==> config.mk <==
export PLATFORM = sky130hd
export DESIGN_NAME = uart_byte_tx
export DESIGN_NICKNAME = d
export VERILOG_FILES = /design/src/rtl/uart_byte_tx.sv
export SDC_FILE = /design/constraint.sdc
export NUM_CORES = 1
export LEC_CHECK = 0
export BUFFER_PORTS_ARGS = -buffer_cell sky130_fd_sc_hd__buf_2
export CORE_MARGIN = 2
export CORE_UTILIZATION = 50
export CTS_CLUSTER_DIAMETER = 120
export CTS_CLUSTER_SIZE = 14
export DETAILED_ROUTE_END_ITERATION = 6
export GPL_TIMING_DRIVEN = 0
export HOLD_SLACK_MARGIN = 0.02
export PLACE_DENSITY = 0.69
export SKIP_LAST_GASP = 1
export SYNTH_ARGS = -nofsm -noshare
export SYNTH_HDL_FRONTEND = slang
export SYNTH_SLANG_ARGS = --single-unit
==> constraint.sdc <==
create_clock -name clk -period 2.4 [get_ports clk]
set_input_delay 0.72 -clock clk [delete_from_list [all_inputs] [get_ports clk]]
set_output_delay 0.72 -clock clk [all_outputs]
set_load 0.005 [all_outputs]
==> src/rtl/uart_byte_tx.sv <==
// uart_byte_tx: 8N1 serial transmitter.
// Accepts a byte on a valid/ready handshake and sends start bit (0), eight
// data bits LSB first and a stop bit (1), each held CLKS_PER_BIT cycles.
// No buffering: while a frame is in flight the input handshake is closed.
module uart_byte_tx #(
    parameter int CLKS_PER_BIT = 4
) (
    input  logic       clk,
    input  logic       rst,
    input  logic [7:0] d_in,
    input  logic       in_valid,
    output logic       in_ready,
    output logic       tx,
    output logic       busy,
    output logic       tx_done
);

    typedef enum logic [1:0] {
        IDLE  = 2'd0,
        START = 2'd1,
        DATA  = 2'd2,
        STOP  = 2'd3
    } state_t;

    // Last value of the per-bit timer; the bit boundary is reached here.
    localparam logic [15:0] TIMER_LAST = 16'(CLKS_PER_BIT - 1);

    state_t      state_reg, state_next;
    logic [15:0] timer_reg, timer_next;
    logic [2:0]  idx_reg,   idx_next;
    logic [7:0]  shift_reg, shift_next;

    logic bit_end;
    logic accept;
    logic tx_comb;
    logic done_comb;

    assign bit_end = (timer_reg == TIMER_LAST);

    // Handshake is open only in IDLE and never while reset is held, so the
    // ready/busy pair is gated by rst directly rather than waiting for a clock.
    assign in_ready = (state_reg == IDLE) && !rst;
    assign busy     = (state_reg != IDLE) && !rst;
    assign accept   = in_valid && in_ready;

    // State, bit-timer, data index and shift register; reset clears all of it,
    // which also discards any frame that was in progress.
    always_ff @(posedge clk or posedge rst) begin
        if (rst) begin
            state_reg <= IDLE;
            timer_reg <= 16'd0;
            idx_reg   <= 3'd0;
            shift_reg <= 8'h00;
        end else begin
            state_reg <= state_next;
            timer_reg <= timer_next;
            idx_reg   <= idx_next;
            shift_reg <= shift_next;
        end
    end

    // Next-state logic and line/pulse outputs decoded from the current state.
    always_comb begin
        state_next = state_reg;
        timer_next = bit_end ? 16'd0 : timer_reg + 16'd1;
        idx_next   = idx_reg;
        shift_next = shift_reg;
        tx_comb    = 1'b1;
        done_comb  = 1'b0;

        case (state_reg)
            IDLE: begin
                // Timer is held at zero so the start bit gets a full period.
                timer_next = 16'd0;
                if (accept) begin
                    state_next = START;
                    shift_next = d_in;
                    idx_next   = 3'd0;
                end
            end
            START: begin
                tx_comb = 1'b0;
                if (bit_end) begin
                    state_next = DATA;
                end
            end
            DATA: begin
                // Current data bit always sits in bit 0; shift at each boundary.
                tx_comb = shift_reg[0];
                if (bit_end) begin
                    shift_next = {1'b0, shift_reg[7:1]};
                    idx_next   = idx_reg + 3'd1;
                    if (idx_reg == 3'd7) begin
                        state_next = STOP;
                    end
                end
            end
            STOP: begin
                tx_comb = 1'b1;
                if (bit_end) begin
                    done_comb  = 1'b1;
                    state_next = IDLE;
                end
            end
            default: begin
                state_next = IDLE;
                timer_next = 16'd0;
            end
        endcase
    end

    // Line forced idle-high and done suppressed whenever reset is asserted.
    assign tx      = rst ? 1'b1 : tx_comb;
    assign tx_done = done_comb && !rst;

endmodule

==> results of run 1 <==
-- power groups by stage --
stage | logic (mW) | registers [mW] | clock network [mW]
after floorplan | 0.613 | 0.701 | 0
after global placement | 0.756 | 0.719 | 0
after detailed placement | 0.796 | 0.731 | 0
after CTS | 0.848 | 0.716 | 0.430
after global routing | 1.01 | 0.749 | 0.453
final | 0.900 | 0.732 | 0.419
-- final timing paths --
path	from	to	slack, ns	cells after the start
max	timer_reg[7]	tx_done	0.03	4
min	rst	timer_reg[5]	0.49	3
max reg2reg	state_reg[0]	shift_reg[1]	0.37	6
min reg2reg	idx_reg[2]	idx_reg[2]	0.53	2
max in group asynchronous	rst	state_reg[0]	1.49	2
min in group clk	idx_reg[2]	idx_reg[2]	0.53	2
-- per-stage QoR --
step                      instance area [um^2]   TNS (ns)
final                                     1932          0
after global placement                    1719    -0.6869
after detailed placement                  1719    -0.7721
after global routing                      1932   -0.04350
after floorplan                           1594          0
after CTS                                 1863  -0.008472
-- cell type report --
type	instances	area, um^2	share of cell area
Buffer	5	21.27	0.01101
Clock buffer	7	55.05	0.02850
Clock inverter	1	30.03	0.01554
Inverter	9	37.54	0.01943
Multi-Input combinational cell	121	875.8	0.4534
Sequential cell	29	729.5	0.3776
Tap cell	44	55.05	0.02850
Timing Repair Buffer	21	122.6	0.06347
Timing Repair inverter	1	5.005	0.002591
-- placed cells by master, fill, tap and decap left out, types with 2 or more instances in the layout --
master	Yosys	routed
nor3_1	6	6
a2bb2oi_1	6	6
ha_4	0	2
dfrtp_2	0	3
o22ai_1	6	6
nor2_1	18	18
xnor2_1	12	12
or2_1	2	2
nor4_1	5	3
nand2b_1	8	8
inv_1	9	8
nor2b_1	2	2
buf_2	1	15
clkbuf_1	4	4
clkbuf_4	0	5
buf_4	0	7
o21ai_0	3	3
dfrtp_1	29	26
a21oi_2	2	2
nand4_1	5	5
ha_1	8	5
nand3_1	11	11
and3_1	2	2
nand2_1	11	11
-- logic make-up after synthesis --
group / Yosys count / synth area share
and+or+nand+nor: 76 / 0.2527
buffers and inverters: 15 / 0.03688
adders and majority gates: 8 / 0.06280
muxes: 3 / 0.02041
xor gates and xnor gates: 13 / 0.07143
AOI/OAI and AO/OA: 21 / 0.1005
DFF: 29 / 0.4553
-- critical path: stages, from the launching register on --
cell,delay [ns]
dfrtp_2,0.48
nor4_4,0.32
and4_4,0.28
and3_1,0.15
buf_2,0.10
-- per-layer routing --
layer  track usage  vias to the layer above
li1              -                      642
met5             0                        -
met1        0.2585                      645
met2        0.4099                       38
met3       0.06610                        6
met4       0.09317                        0
-- timing repair --
action | 4_1_cts | 5_1_grt
gates cloned | 1 | 0
pin swaps | 1 | 2
setup endpoints to repair | 2 | 4
endpoints found under the hold margin | 0 | 0
buffers inserted | 2 | 5
gates resized for setup | 9 | 7
==> out/metrics.cfg, run 1 <==
[outcome]
status = completed

[logic_synthesis]
syn_area_mm2 = 0.001594
syn-num-nets = 184
synth-seq-cells = 29
synth_seq_area_share = 0.4553
synthArstFlopShare = 1.000
synth_cell_types = 35
synthFlopType = dfrtp_1
yosysTopAreaCellShare = 0.4553
synth_edf_count = 0
synth_cells = 165
avgSynthCellArea_um2 = 9.661
post-synth-top-count-cell = dfrtp_1
yosysTopAreaCell = dfrtp_1
ys_top_cells_by_area = dfrtp_1 (46%), xnor2_1 (6.6%), ha_1 (6.3%)
synthTopCellsByCount = dfrtp_1 (29), nor2_1 (18), xnor2_1 (12), nand2_1 (11), nand3_1 (11)
ys_warn_count = 0

[flow_run]
maxCapViolCount = 0

[global_route]
grt_pass1_vias = 1356
antenna_found_initial = 0
overflow = 0
grt_max_degree = 17
grt_pass1_wl_um = 6099
grt.total_usage = 0.2299

[route]
vias = 1331
drc = 0
first_pass_iters = 4
drt-total-wl_um = 3692
wl_met3_um = 150
wl_per_cell_um = 15.51
m1WireLength_um = 1505
via_per_inst = 5.592
wl_met2_um = 1983
top_layer = met4
drtIter0Drc = 70
postRouteAntennaNets = 0

[floorplan]
ios = 15
die_h_um = 60.46
die_area_mm2 = 0.003655
fp-row-count = 20
core_mm2 = 0.003053
chipWidth_um = 60.46
start_util = 0.5221

[cts]
htree_levels = 2
postCtsHoldBufs = 0
clock_path_buffers = 2
clockRootBuffer = clkbuf_4
cts_tree = done
clk_latency_ns = 0.32
clkSlewWorstSetupHoldPaths_ns = 0.09
clock_sinks = 29
cts_buffers = 5

[power]
swShare = 0.3732
clockPowerShare = 0.204
power_frac_seq = 0.357
fin_total_pwr_mw = 2.051
p_switching_mw = 0.7654
internal_power_mw = 1.285
combPwrFrac = 0.439
leakage_nw = 0.8258
powerDensity_mw_per_mm2 = 1062
ir_drop_mv = 0.5157

[placed_design]
dp_cells = 223
gp_congestion = 0.7715
post-place-ws_ns = -0.4642
portBuffers = 14
dpl.hpwl_um = 2411

[layout]
drive_above_1_share = 0.2526
syn_to_final_growth_pct = 21.19
fin_cells = 238
fin_util = 0.6328
largest_reg_flops = 16
nNetsFinal = 212
fillers = 276
antenna_cells = 0

[timing]
worst_slack_ns = 0.02617
finalMaxSlewViolations = 0
period_needed_ns = 2.374
final.period_utilization = 0.9891
skew_ns = 0.007953
whs_ns = 0.4898
achievable-frequency_mhz = 421.3
hold_viol = 0
grt_setup_unrepaired = yes
setup_viol_count_final = 0
tightest_slew_ns = 0.7433
relSlewSlack = 0.5018

[critical_path]
critPathCaptureType = output port
cp.required_ns = 1.68
worstPathArrival_ns = 1.65
crit_type = reg -> out
start_kind = flop
cp_max_fo = 5

[hold_path]
hold_path_class = in -> async

(Power assumes the default switching activity.)
==> run 2, diff against run 1 <==
- REMOVE_ABC_BUFFERS: default -> 1
==> run 2 against run 1 <==
Cell area grew 0.97%. Sequential power is essentially flat. Critical path type unchanged. Register-to-register slack lost 0.08 ns.
==> out/metrics.cfg, run 2 (synthesis results as in run 1) <==
[critical_path]
slowest_stage = dfrtp_1
start_kind = flop
crit_type = reg -> out
cp_max_fo = 2  ; -3
cp.required_ns = 1.68  ; about the same
crit_chain = ha_4, nor4b_4, and4_4, and3_1, buf_2
worstPathArrival_ns = 1.62  ; -0.03 ns
critPathCaptureType = output port
slowest_delay_ns = 0.41  ; -0.07 ns

[timing]
hold_viol = 0  ; unchanged
setup_viol_count_final = 0  ; unchanged
final.period_utilization = 0.9766  ; -0.01254
skew_ns = 0.007793  ; -0.0001602 ns
relSlewSlack = 0.4855  ; -0.01630
finalMaxSlewViolations = 0  ; unchanged
period_needed_ns = 2.344  ; -0.03010 ns
achievable-frequency_mhz = 426.7  ; +1.3%
tightest_slew_ns = 0.7676  ; +0.02431 ns

[global_route]
grt_max_degree = 17  ; unchanged
grt.total_usage = 0.2285  ; -0.001452
grt_pass1_vias = 1291  ; -4.8%
antenna_found_initial = 0  ; unchanged
grt_pass1_wl_um = 5996  ; -1.7%
overflow = 0  ; unchanged

[route]
drt-total-wl_um = 3678  ; -0.38%
postRouteAntennaNets = 0  ; unchanged
first_pass_iters = 4  ; unchanged
wl_per_cell_um = 15.39  ; -0.80%
drc = 0  ; unchanged
top_layer = met4
wl_met2_um = 1775  ; -10%
wl_met3_um = 130  ; -13%
m1WireLength_um = 1690  ; +12%
via_per_inst = 5.448  ; -2.6%
vias = 1302  ; -2.2%
drtIter0Drc = 62  ; -11%

[floorplan]
die_area_mm2 = 0.003655  ; unchanged
core_mm2 = 0.003053  ; unchanged
chipWidth_um = 60.46  ; unchanged
start_util = 0.5221  ; unchanged
ios = 15  ; unchanged
die_h_um = 60.46  ; unchanged
fp-row-count = 20  ; unchanged

[cts]
cts_tree = done
clk_latency_ns = 0.33  ; about the same
clockRootBuffer = clkbuf_4
cts_buffers = 5  ; unchanged
htree_levels = 2  ; unchanged
clock_path_buffers = 2  ; unchanged
clock_sinks = 29  ; unchanged
clkSlewWorstSetupHoldPaths_ns = 0.10  ; about the same

[outcome]
status = completed

[layout]
nNetsFinal = 213  ; +0.47%
drive_above_1_share = 0.2821  ; +0.02947
final_common_cell = dfrtp_1
syn_to_final_growth_pct = 22.37
final_cell_area_mm2 = 0.001951  ; +0.97%
antenna_cells = 0  ; unchanged
largest_reg_flops = 16  ; unchanged
fin_cells = 239  ; +0.42%
final_cell_mix = dfrtp_1 (25), nor2_1 (18), buf_2 (14)

[placed_design]
dp_cells = 217  ; -2.7%
dpl.hpwl_um = 2114  ; -12%
portBuffers = 14  ; unchanged
gp_congestion = 0.8386  ; +8.7%
placed_area_mm2 = 0.001694  ; -1.5%

[power]
leakage_nw = 0.8460  ; +2.5%
ir_drop_mv = 0.7938  ; +54%
powerDensity_mw_per_mm2 = 1024  ; -3.5%

[hold_path]
hold_path_class = in -> async

[flow_run]
maxCapViolCount = 0  ; unchanged

-- run 2: repair_timing --
action	in CTS	in global routing
buffers inserted	4	9
endpoints found under the setup margin	17	18
hold buffers	0	0
cloned	1	0
resized for setup	10	8
pin swaps	1	1
-- run 2: layout make-up --
type                            instances  area, um^2
Fill cell                             273        1102
Timing Repair Buffer                   27       167.7
Timing Repair inverter                  1       5.005
Clock buffer                            7       65.06
Clock inverter                          1       5.005
Multi-Input combinational cell        121       884.6
Inverter                                9       37.54
Sequential cell                        29       730.7
Tap cell                               44       55.05
-- run 2: path summary, 6_finish.rpt --
path | startpoint | to | slack [ns] | cells after the start
max in group asynchronous | rst | timer_reg[0] | 1.48 | 2
min in group clk | idx_reg[2] | idx_reg[2] | 0.54 | 2
worst max-delay path | timer_reg[1] | tx_done | 0.06 | 5
worst max register to register | timer_reg[1] | shift_reg[2] | 0.29 | 5
worst min-delay path | rst | timer_reg[15] | 0.48 | 3
worst min register to register | idx_reg[2] | idx_reg[2] | 0.54 | 2
-- run 2: worst max-delay path, delay by kind of cell (launching register included) --
kind / cells / cell delay, ns
flip-flops: 1 / 0.41
adder cells (fa/ha/maj): 1 / 0.16
buffers and inverters: 1 / 0.10
AND/OR/NAND/NOR: 3 / 0.62
-- run 2: where the power goes --
part	leakage (nW)	switching [mW]	internal, mW	total, mW
sequential	0.369	0.109	0.621	0.729
clock	0.0413	0.174	0.170	0.344
combinational	0.436	0.487	0.437	0.924
-- run 2: through the flow --
step             util  power (mW)  hold slack, ns  setup slack [ns]   TNS (ns)
3_5_place_dp   0.5549       1.476          0.4828           -0.4317     -1.399
5_1_grt        0.6389       2.141          0.4854         -0.008391  -0.008391
2_1_floorplan       -       1.285          0.4547           0.04139          0
4_1_cts        0.6053       1.912          0.4072           0.01787          0
3_3_place_gp   0.5549       1.437          0.4774           -0.4101    -0.7077
6_report       0.6389       1.997          0.4755           0.05627          0
-- run 2: per-layer routing --
layer	vias up	GRT usage
li1	640	-
met1	632	0.2930
met2	24	0.3665
met3	6	0.06823
met4	0	0.09006
met5	-	0
==> run 3, diff against run 2 <==
- CAP_MARGIN: default -> 20
- CORE_UTILIZATION: 50 -> 58
- PLACE_DENSITY: 0.69 -> 0.78
==> run 3 against run 2 <==
Sequential power about the same. Maximum frequency fell by 1.6%. Sequential share of layout area grew 0.12 points. Critical path depth is 1 lower. Via count shrank 0.77%. Clock skew rose by 0.0044 ns. Count of clock-buffer cells in the layout fell by 2. Cell area shrank 0.32%. Combinational power shrank 1%. Hold slack got worse by 0.014 ns.
==> out/metrics.cfg, run 3 (synthesis results as in run 1) <==
[outcome]
status = completed

[cts]
htree_levels = 2  ; unchanged
clock_sinks = 29  ; unchanged
clk_latency_ns = 0.33  ; about the same
clkSlewWorstSetupHoldPaths_ns = 0.10  ; about the same
clockRootBuffer = clkbuf_4
clock_path_buffers = 2  ; unchanged
cts_tree = done
postCtsHoldBufs = 0  ; unchanged
cts_buffers = 5  ; unchanged

[route]
wl_per_cell_um = 15.61  ; +1.5%
postRouteAntennaNets = 0  ; unchanged
drt-total-wl_um = 3482  ; -5.3%
vias = 1292  ; -0.77%
drc = 0  ; unchanged
drtIter0Drc = 61  ; -1.6%
via_per_inst = 5.794  ; +6.4%
first_pass_iters = 4  ; unchanged

[timing]
whs_ns = 0.4618  ; -0.01363 ns
achievable-frequency_mhz = 419.9  ; -1.6%
relSlewSlack = 0.5345  ; +0.04907
tightest_slew_ns = 0.6944  ; -0.07320 ns
skew_ns = 0.01221  ; +0.004415 ns
hold_viol = 0  ; unchanged
worst_slack_ns = 0.01821  ; -0.03806 ns
period_needed_ns = 2.382  ; +0.03806 ns
grt_setup_unrepaired = yes
final.period_utilization = 0.9924  ; +0.01586
setup_viol_count_final = 0  ; unchanged
finalMaxSlewViolations = 0  ; unchanged

[power]
combPwrFrac = 0.426  ; -0.037
internal_power_mw = 1.370  ; +12%
clockPowerShare = 0.234  ; +0.062
swShare = 0.3613  ; -0.02412
power_frac_seq = 0.340  ; -0.025
leakage_nw = 0.8438  ; -0.27%
p_switching_mw = 0.7748  ; +0.66%
fin_total_pwr_mw = 2.145  ; +7.4%
ir_drop_mv = 0.8578  ; +8.1%
powerDensity_mw_per_mm2 = 1103  ; +7.7%

[floorplan]
fp-row-count = 19  ; -5.0%
start_util = 0.5934  ; +0.07126
die_area_mm2 = 0.003184  ; -13%
chipWidth_um = 56.43  ; -6.7%
core_mm2 = 0.002686  ; -12%
die_h_um = 56.43  ; -6.7%
ios = 15  ; unchanged

[global_route]
grt.total_usage = 0.2437  ; +0.01516
antenna_found_initial = 0  ; unchanged
grt_pass1_vias = 1314  ; +1.8%
grt_max_degree = 17  ; unchanged
overflow = 0  ; unchanged
grt_pass1_wl_um = 5996  ; unchanged

[hold_path]
hold_path_class = in -> async

[layout]
nNetsFinal = 210  ; -1.4%
fin_cells = 223  ; -6.7%
syn_to_final_growth_pct = 21.98
antenna_cells = 0  ; unchanged
largest_reg_flops = 16  ; unchanged
final_common_cell = dfrtp_1
final_cell_mix = dfrtp_1 (25), nor2_1 (18), buf_2 (14)
drive_above_1_share = 0.2708  ; -0.01122
fillers = 209  ; -23%

[placed_design]
post-place-ws_ns = -0.4337  ; -0.001937 ns
dp_cells = 204  ; -6.0%
dpl.hpwl_um = 2120  ; +0.28%
portBuffers = 14  ; unchanged
gp_congestion = 0.7676  ; -8.5%

[critical_path]
cp.required_ns = 1.68  ; about the same
worstPathArrival_ns = 1.66  ; +0.04 ns
cp_max_fo = 4  ; +2
critPathCaptureType = output port
start_kind = flop
r2r_slack_ns = 0.24  ; -0.05 ns
crit_type = reg -> out

[flow_run]
maxCapViolCount = 0  ; unchanged

==> run 3: cell count changes in the layout (fill, tap and decap cells not counted), sizes merged <==
| cell | before | now |
|---|---|---|
| bufinv | 0 | 2 |
| buf | 27 | 24 |
| clkbuf | 7 | 5 |
==> run 3: layout make-up <==
class / count / area (um^2) / area share
sequential: 29 / 730.7 / 0.3758
timing repair buffer: 24 / 145.1 / 0.07465
tap: 31 / 38.79 / 0.01995
multi-input combinational: 121 / 884.6 / 0.4550
timing repair inverter: 1 / 5.005 / 0.002574
clock inverter: 3 / 65.06 / 0.03346
clock buffer: 5 / 37.54 / 0.01931
inverter: 9 / 37.54 / 0.01931
==> run 3: stage by stage <==
step	cell area (um^2)	util	TNS, ns
after CTS	1872	0.6968	0
final	1944	0.7238	0
after global routing	1944	0.7238	-0.01286
after detailed placement	1678	0.6246	-1.737
after global placement	1678	0.6246	-0.6490
after floorplan	1569	-	0
==> run 3: power groups by stage <==
stage                     Clock (mW)  Sequential (mW)  Combinational [mW]
after global routing           0.533            0.746                1.01
final                          0.502            0.729               0.914
after floorplan                    0            0.701               0.583
after CTS                      0.514            0.718               0.855
after detailed placement           0            0.727               0.750
after global placement             0            0.718               0.715
==> run 3: metal layers <==
metal	part of all wire	GRT usage	routed length, um
met5	0	0	0
met4	0.011	0.08503	40
met3	0.050	0.06912	174
met2	0.50	0.3970	1754
met1	0.43	0.3097	1513
==> run 3: path summary, 6_finish.rpt <==
check,start,end,depth (start not counted)
max in group asynchronous,rst,state_reg[1],2
min in group clk,shift_reg[6],shift_reg[6],2
hold reg to reg,shift_reg[6],shift_reg[6],2
setup / recovery,timer_reg[3],tx_done,4
setup reg to reg,timer_reg[3],shift_reg[3],4
hold / removal,rst,timer_reg[3],3
==> run 3: worst max-delay path: stages (launching register included) <==
cell,delay (ns)
dfrtp_1,0.47
nor3_1,0.33
and4_4,0.28
and3_1,0.15
buf_2,0.10
==> run 3: repair_timing <==
item,4_1_cts,5_1_grt
cloned,1,0
pin swaps,2,1
setup endpoints to repair,18,18
hold endpoints to repair,0,0
resized for setup,10,8
setup buffers,5,5
